===== src/rtl/matrix_c_reader_if.sv =====
// matrix_c_reader_if: RAM read port and element stream between the C reader and its neighbours
//   rd_en/rd_addr/rd_data      : read port of the C result RAM (data one cycle after rd_en)
//   out_valid/out_ready        : element stream handshake
//   out_data/out_row/out_col   : signed element and its row/col tag
//   out_last                   : marks element 63
//   master = reader side, slave = RAM plus consumer side
interface matrix_c_reader_if #(parameter int DW = 19, parameter int AW = 6);
  logic rd_en;
  logic [AW-1:0] rd_addr;
  logic signed [DW-1:0] rd_data;
  logic out_valid;
  logic out_ready;
  logic signed [DW-1:0] out_data;
  logic [2:0] out_row;
  logic [2:0] out_col;
  logic out_last;
  modport master(output rd_en, rd_addr, out_valid, out_data, out_row, out_col, out_last,
                 input rd_data, out_ready);
  modport slave(input rd_en, rd_addr, out_valid, out_data, out_row, out_col, out_last,
                output rd_data, out_ready);
endinterface


===== src/rtl/matrix_c_reader.sv =====
// matrix_c_reader: streams the 64 signed C results out of the result RAM in column-major order
//   clk, rst_n : clock, asynchronous active-low reset
//   start_i    : one-cycle pulse, honoured only when idle
//   busy_o     : high from start accept until the last handshake
//   done_o     : one-cycle pulse after the last handshake
//   sum_o      : running sum of streamed elements (only with CREADER_SUM_EN defined)
//   bus        : RAM read port plus element stream (matrix_c_reader_if.master)
module matrix_c_reader #(
  parameter int DW = 19,
  parameter int AW = 6,
  parameter int NWORDS = 64,
  parameter int NROWS = 8
) (
  input  logic clk,
  input  logic rst_n,
  input  logic start_i,
  output logic busy_o,
  output logic done_o,
`ifdef CREADER_SUM_EN
  output logic signed [DW+5:0] sum_o,
`endif
  matrix_c_reader_if.master bus
);
  typedef enum logic [1:0] {IDLE, READ, DRAIN} state_t;
  state_t state_q, state_d;
  logic [AW-1:0] addr_q, addr_d, tag_q, head_tag;
  logic inflight_q, done_q, wr_q, rd_q;
  logic [1:0] count_q, occ;
  logic [AW+DW-1:0] mem_q [2];
  logic pop, push, last, final_addr;
  assign push = inflight_q;
  assign busy_o = state_q != IDLE;
  assign done_o = done_q;
  always_comb begin
    head_tag = mem_q[rd_q][AW+DW-1:DW];
    bus.out_valid = count_q != 2'd0;
    bus.out_data = mem_q[rd_q][DW-1:0];
    bus.out_row = 3'(head_tag % NROWS);
    bus.out_col = 3'(head_tag / NROWS);
    last = head_tag == AW'(NWORDS - 1);
    bus.out_last = bus.out_valid & last;
    pop = bus.out_valid & bus.out_ready;
    // occupancy counts the slot freed by this cycle's pop, so steady state keeps one read per cycle
    occ = count_q + {1'b0, inflight_q} - {1'b0, pop};
    bus.rd_en = state_q == READ && occ < 2'd2;
    bus.rd_addr = addr_q;
    final_addr = addr_q == AW'(NWORDS - 1);
    state_d = state_q;
    addr_d = addr_q;
    if (state_q == IDLE && start_i) begin
      state_d = READ;
      addr_d = '0;
    end else if (bus.rd_en) begin
      state_d = final_addr ? DRAIN : READ;
      addr_d = final_addr ? addr_q : addr_q + 1'b1;
    end else if (state_q == DRAIN && pop && last) begin
      state_d = IDLE;
    end
  end
  always_ff @(posedge clk or negedge rst_n) begin
    if (!rst_n) begin
      state_q <= IDLE;
      addr_q <= '0;
      tag_q <= '0;
      inflight_q <= 1'b0;
      done_q <= 1'b0;
      wr_q <= 1'b0;
      rd_q <= 1'b0;
      count_q <= '0;
      mem_q[0] <= '0;
      mem_q[1] <= '0;
    end else begin
      state_q <= state_d;
      addr_q <= addr_d;
      inflight_q <= bus.rd_en;
      if (bus.rd_en) tag_q <= addr_q;
      if (push) begin
        mem_q[wr_q] <= {tag_q, bus.rd_data};
        wr_q <= ~wr_q;
      end
      if (pop) rd_q <= ~rd_q;
      count_q <= count_q + {1'b0, push} - {1'b0, pop};
      done_q <= pop & bus.out_last;
    end
  end
`ifdef CREADER_SUM_EN
  logic signed [DW+5:0] sum_q;
  always_ff @(posedge clk or negedge rst_n) begin
    if (!rst_n) sum_q <= '0;
    else if (state_q == IDLE && start_i) sum_q <= '0;
    else if (pop) sum_q <= sum_q + {{6{bus.out_data[DW-1]}}, bus.out_data};
  end
  assign sum_o = sum_q;
`endif
endmodule

===== src/flat_wrapper.sv =====
// flat-port wrapper written by rule: the top's interface ports become plain ports
module matrix_c_reader_flat 
#(
  parameter int DW = 19,
  parameter int AW = 6,
  parameter int NWORDS = 64,
  parameter int NROWS = 8
)
  (clk, rst_n, start_i, busy_o, done_o, bus_rd_en, bus_rd_addr, bus_out_valid, bus_out_data, bus_out_row, bus_out_col, bus_out_last, bus_rd_data, bus_out_ready);
  matrix_c_reader_if #(.DW(DW), .AW(AW)) bus_i ();
  input  logic clk;
  input  logic rst_n;
  input  logic start_i;
  output logic busy_o;
  output logic done_o;
  output wire logic [$bits(bus_i.rd_en)-1:0] bus_rd_en;
  output wire logic [$bits(bus_i.rd_addr)-1:0] bus_rd_addr;
  output wire logic [$bits(bus_i.out_valid)-1:0] bus_out_valid;
  output wire logic [$bits(bus_i.out_data)-1:0] bus_out_data;
  output wire logic [$bits(bus_i.out_row)-1:0] bus_out_row;
  output wire logic [$bits(bus_i.out_col)-1:0] bus_out_col;
  output wire logic [$bits(bus_i.out_last)-1:0] bus_out_last;
  input wire logic [$bits(bus_i.rd_data)-1:0] bus_rd_data;
  input wire logic [$bits(bus_i.out_ready)-1:0] bus_out_ready;
  assign bus_rd_en = bus_i.rd_en;
  assign bus_rd_addr = bus_i.rd_addr;
  assign bus_out_valid = bus_i.out_valid;
  assign bus_out_data = bus_i.out_data;
  assign bus_out_row = bus_i.out_row;
  assign bus_out_col = bus_i.out_col;
  assign bus_out_last = bus_i.out_last;
  assign bus_i.rd_data = bus_rd_data;
  assign bus_i.out_ready = bus_out_ready;
  matrix_c_reader #(.DW(DW), .AW(AW), .NWORDS(NWORDS), .NROWS(NROWS)) u_core (.clk(clk), .rst_n(rst_n), .start_i(start_i), .busy_o(busy_o), .done_o(done_o), .bus(bus_i));
endmodule

===== config.mk =====
export PLATFORM = sky130hd
export DESIGN_NAME = matrix_c_reader_flat
export DESIGN_NICKNAME = d
export VERILOG_FILES = /design/src/rtl/matrix_c_reader_if.sv /design/src/rtl/matrix_c_reader.sv /design/src/flat_wrapper.sv
export SDC_FILE = /design/constraint.sdc
export NUM_CORES = 1
export LEC_CHECK = 0
export CAP_MARGIN = 0
export CORE_MARGIN = 8
export CORE_UTILIZATION = 55
export CTS_CLUSTER_SIZE = 24
export DETAILED_ROUTE_END_ITERATION = 8
export PLACE_DENSITY = 0.84
export SKIP_LAST_GASP = 1
export SLEW_MARGIN = 10
export SYNTH_ARGS = -nofsm -noshare
export SYNTH_HDL_FRONTEND = slang
export SYNTH_SLANG_ARGS = --single-unit

===== constraint.sdc =====
create_clock -name clk -period 7.3 [get_ports clk]
set_clock_uncertainty 0.2 [all_clocks]
set_input_delay 1.825 -clock clk [delete_from_list [all_inputs] [get_ports clk]]
set_output_delay 1.825 -clock clk [all_outputs]
set_load 0.01 [all_outputs]

## Word-level counts from Yosys, hierarchy flattened

Index checks and enable logic that the tools add are counted.

| word-level totals | value |
|---|---|
| bits in registers | 70 |
| logic and storage cells | 53 |

| operators by class | value |
|---|---|
| $add $sub $neg | 3 |
| $lt $le $gt $ge | 4 |
| equal/unequal tests | 5 |
| mux-type cells | 13 |
| bitwise operators | 7 |
| reduce and logical (&&, ||, !) cells | 11 |

Operators with widths:

| cell | count |
|---|---|
| 2-to-1 mux 25 bit | 4 |
| bitwise mux 50 bit | 1 |
| demux 25 bit (select 1 bit) | 1 |
| 2-to-1 mux 6 bit | 3 |
| == test 6 bit, second input constant | 2 |
| 2-to-1 mux 2 bit | 4 |
| adder 6 x 1 -> 6 bit, second input constant | 1 |
| nonzero test 2 bit | 3 |
| logical AND 1 bit | 5 |
| >= comparator 2 bit, second input constant | 2 |
| NOT 1 -> 2 bit | 2 |
| bitwise AND 1 bit | 3 |
| nonzero test 3 bit | 1 |
| adder 2 x 1 -> 2 bit | 1 |
| == test 2 x 1 -> 1 bit, second input constant | 1 |
| == test 2 bit, second input constant | 1 |
| logical NOT 2 bit | 1 |
| < comparator 2 x 1 -> 1 bit, second input constant | 1 |
| < comparator 2 bit, second input constant | 1 |
| inequality test 2 bit, second input constant | 1 |
| NOT 1 bit | 2 |
| AND reduction 2 bit | 1 |
| subtractor 2 x 1 -> 2 bit | 1 |

## Logic depth before layout (Yosys ltp)

| logic depth | value |
|---|---|
| depth after elaboration | 9 |
| depth in mapped cells | 12 |

## Worst setup path before layout

No wires, ideal clock.

| timing | value |
|---|---|
| path kind | input to output |
| start point | input bus_out_ready |
| end point | output bus_rd_en |
| arrival | 3.256 ns |
| data required time | 5.275 ns |
| setup slack | 2.019 ns |
| cell stages on the path | 9 |
| cells stage by stage | nand2_1 > inv_1 > ha_1 > inv_1 > ha_1 > xor3_2 > or3b_1 > buf_6 > clkinv_8 |

| on the way | value |
|---|---|
| word-level cells in the longest chain between the ends | 4 |

Ends and longest elaborated chain:

| item | line | RTL |
|---|---|---|
| start: declaration | flat_wrapper.sv:24 | `input wire logic [$bits(bus_i.out_ready)-1:0] bus_out_ready;` |
| bitwise AND 1 bit | matrix_c_reader.sv:42 | `pop = bus.out_valid & bus.out_ready;` |
| named net u_core.pop | matrix_c_reader.sv:30 | `logic pop, push, last, final_addr;` |
| subtractor 2 x 1 -> 2 bit | matrix_c_reader.sv:44 | `occ = count_q + {1'b0, inflight_q} - {1'b0, pop};` |
| named net u_core.occ[1] | matrix_c_reader.sv:28 | `logic [1:0] count_q, occ;` |
| < comparator 2 bit | matrix_c_reader.sv:45 | `bus.rd_en = state_q == READ && occ < 2'd2;` |
| logical AND 1 bit | matrix_c_reader.sv:45 |  |
| end: declaration | flat_wrapper.sv:16 | `output wire logic [$bits(bus_i.rd_en)-1:0] bus_rd_en;` |

The timed path passes the listed nets, and every way through them passes these cells.

## Worst setup path after layout

Same ends and word-level chain as after synthesis.

==> impl_metrics.toml <==
[clocking]
post_cts_resized = 0
cts_buffer_depth = 2
clock-sinks = 70
cts_setup_buffers = 0
htreeDepth = 3
numCtsBuffers = 9
root_buffer = "clkbuf_8"
clkLatencyLatePin_ps = 330
cts_tree = "yes"
cts_hold_buffers = 0
clk_pin_slew_ps = 60

[grt]
grt.overflow.total = 0
grt_use_met2 = 0.226
grt_first_pass_wirelength_um = 9780
grt_usage = 0.146
antenna_found_initial = 0
grt-busiest-layer = "met2"
use_met3 = 0.0549
grt_start_max_net_pins = 71
grt_pass1_vias = 2034
grtUsageMet1 = 0.183

[finish]
postLayoutCoreUtil = 0.715
nets = 306
layout-drive-gt1-share = 0.378
diodes = 0
area_delta_synth_final_pct = 26.4
design_area_um2 = 3890
fillers = 420

[sta]
fmax_mhz = 155
relSlewSlack = 0.417
tns_ps = 0
slew_violations = 0
holdWs_ps = 280
post-route-min-period_ps = 6450
grt_setup_unrepaired = "false"
worst_pin_slew_ps = 875
finalSetupViolCount = 0
post-route-period-util = 0.884
hold_viol_final = 0
layout_setup_ws_ps = 849

[detailed_routing]
vias = 1830
drtPass1Iterations = 4
drtIter0Drc = 56
wirelength_um = 5970
ant_nets = 0
drc = 0
wl_per_cell_um = 16.8
vias_per_cell = 5.15

[critical_path]
cp-end-kind = "output pin"
start_kind = "primary input"
r2r-start = "u_core.count_q[1]"
crit_start = "bus_out_ready"
cp.arrival_ps = 4430
rrSetupSlack_ps = 4320
crit-reg2reg-capture = "u_core.bus.rd_addr[5]"
r2r_cells = 11
cp_max_fo = 10
critPathCapture = "bus_rd_en"
crit_type = "primary input to output pin"
required_ps = 5280

[run_status]
status = "complete, no violations"

[die]
die-height_um = 90.8
die_w_um = 90.8
rows = 27
die_area_um2 = 8240
io_pins = 59
start_util = 0.566
core_um2 = 5440

[synthesis]
synthCells = 215
syn-cell-area_um2 = 3080
yosysUniqueCellTypes = 31
syn_area_per_cell_um2 = 14.3
yosysSeqAreaShare = 0.569
syn_nets = 241
synth_warnings = 0
synth-seq-cells = 70

[power]
ir_drop_mv = 0.275
p_leak_uw = 0.00171
p_per_area_nw_per_um2 = 479

[place]
post-place-ws_ps = 841
gp_congestion = 0.791
postPlaceCellArea_um2 = 3730
dp_hpwl_um = 4070
port_buffers = 58

[hold_path]
hold_class = "flop to flop"

[job]
maxCapViolations = 0
## metrics by stage
stage | instances | power, uW
floorplan | 215 | 1270
global route | 355 | 1990
finish | 355 | 1860
CTS | 355 | 1890
detailed placement | 341 | 1630
global placement | 341 | 1600
## worst max-delay path, cell delays in order
cell and delay, ps:
clkdlybuf4s50_1 400, nand2_1 140, inv_1 70, ha_1 280, inv_1 60, ha_1 140
xor3_2 250, or3b_1 580, clkinv_8 140, clkdlybuf4s50_1 540
## worst min path at each step
stage               cells past startpoint        start          end  slack [ps]
detailed placement                      1  u_core.rd_q  u_core.rd_q         270
CTS                                     1  u_core.rd_q  u_core.rd_q         280
floorplan                               1  u_core.wr_q  u_core.wr_q         260
global route                            1  u_core.rd_q  u_core.rd_q         290
global placement                        1  u_core.rd_q  u_core.rd_q         260
finish                                  1  u_core.rd_q  u_core.rd_q         280
## final cells by class
class / count / area, um2 / share of cell area
Sequential cell: 70 / 1750 / 0.450
Multi-Input combinational cell: 132 / 1260 / 0.323
Timing Repair Buffer: 62 / 606 / 0.156
Clock buffer: 12 / 145 / 0.0373
Tap cell: 72 / 90.1 / 0.0232
Inverter: 5 / 31.3 / 0.00804
Clock inverter: 2 / 10.0 / 0.00257
## Yosys cell counts
cell,n,area share
xor2_1,1,0.0028
inv_1,4,0.0049
a211oi_2,1,0.0041
buf_2,2,0.0033
nand3_1,6,0.0098
a31o_2,1,0.0028
clkinv_8,1,0.0053
mux2i_1,3,0.0098
nand2_4,1,0.0037
nor2_1,6,0.0073
o21ai_0,3,0.0049
or3b_1,1,0.0028
xnor2_1,1,0.0028
buf_1,1,0.0012
xor3_2,1,0.0081
dfrtp_1,70,0.57
mux2_2,80,0.29
nand4_1,1,0.0020
and4b_2,1,0.0037
or2_2,1,0.0020
nand2_1,11,0.013
o32a_1,1,0.0033
nor2b_1,1,0.0020
ha_1,3,0.012
and3_1,4,0.0081
a21o_2,1,0.0028
a21oi_1,1,0.0016
buf_6,1,0.0037
clkbuf_1,4,0.0049
nand2b_1,1,0.0020
and3_2,1,0.0024
## layer usage
metal | vias to the layer above | wire length [um]
met5 | - | 0
met4 | 0 | 21
met3 | 3 | 318
met2 | 43 | 2740
met1 | 895 | 2890
li1 | 889 | -
## cells in the final DEF (no fill, tap or decap)
cell type        Yosys  final
a211oi_2             1      1
a21o_2               1      1
a21oi_1              1      1
a31o_2               1      1
and3_1               4      4
and3_2               1      1
and4b_2              1      1
buf_2                2      1
buf_4                0      4
clkbuf_1             4      2
clkbuf_8             0     10
clkdlybuf4s50_1      0     57
clkinv_2             0      2
clkinv_8             1      1
dfrtp_1             70     70
ha_1                 3      3
inv_1                4      4
mux2_2              80     80
mux2i_1              3      3
nand2_1             11     11
nand2_4              1      1
nand2b_1             1      1
nand3_1              6      6
nand4_1              1      1
nor2_1               6      5
nor2_2               0      1
nor2b_1              1      1
o21ai_0              3      3
o32a_1               1      1
or2_2                1      1
or3b_1               1      1
xnor2_1              1      1
xor2_1               1      1
xor3_2               1      1
## report_power, final
| part | total, uW | switching, uW | internal, uW |
|---|---|---|---|
| Sequential | 671 | 105 | 566 |
| Combinational | 936 | 370 | 566 |
| Clock | 257 | 129 | 128 |
| Total | 1860 | 605 | 1260 |
## sequential cells by signal (all words and copies together) (netlist names)
signal              count
u_core.inflight_q       1
u_core.rd_q             1
u_core.state_q          2
u_core.tag_q            6
u_core.mem_q           50
u_core.count_q          2
u_core.wr_q             1
u_core.bus.rd_addr      6
u_core.done_o           1
## cells by family after synthesis
group | Yosys count | share of synthesized area
muxes | 83 | 0.303
DFF | 70 | 0.569
and+or+nand+nor | 35 | 0.0594
buffers and inverters | 13 | 0.0232
AOI/OAI and AO/OA | 8 | 0.0195
xor gates and xnor gates | 3 | 0.0138
adders and majority gates | 3 | 0.0122
Power figures use the tool's default switching activity.
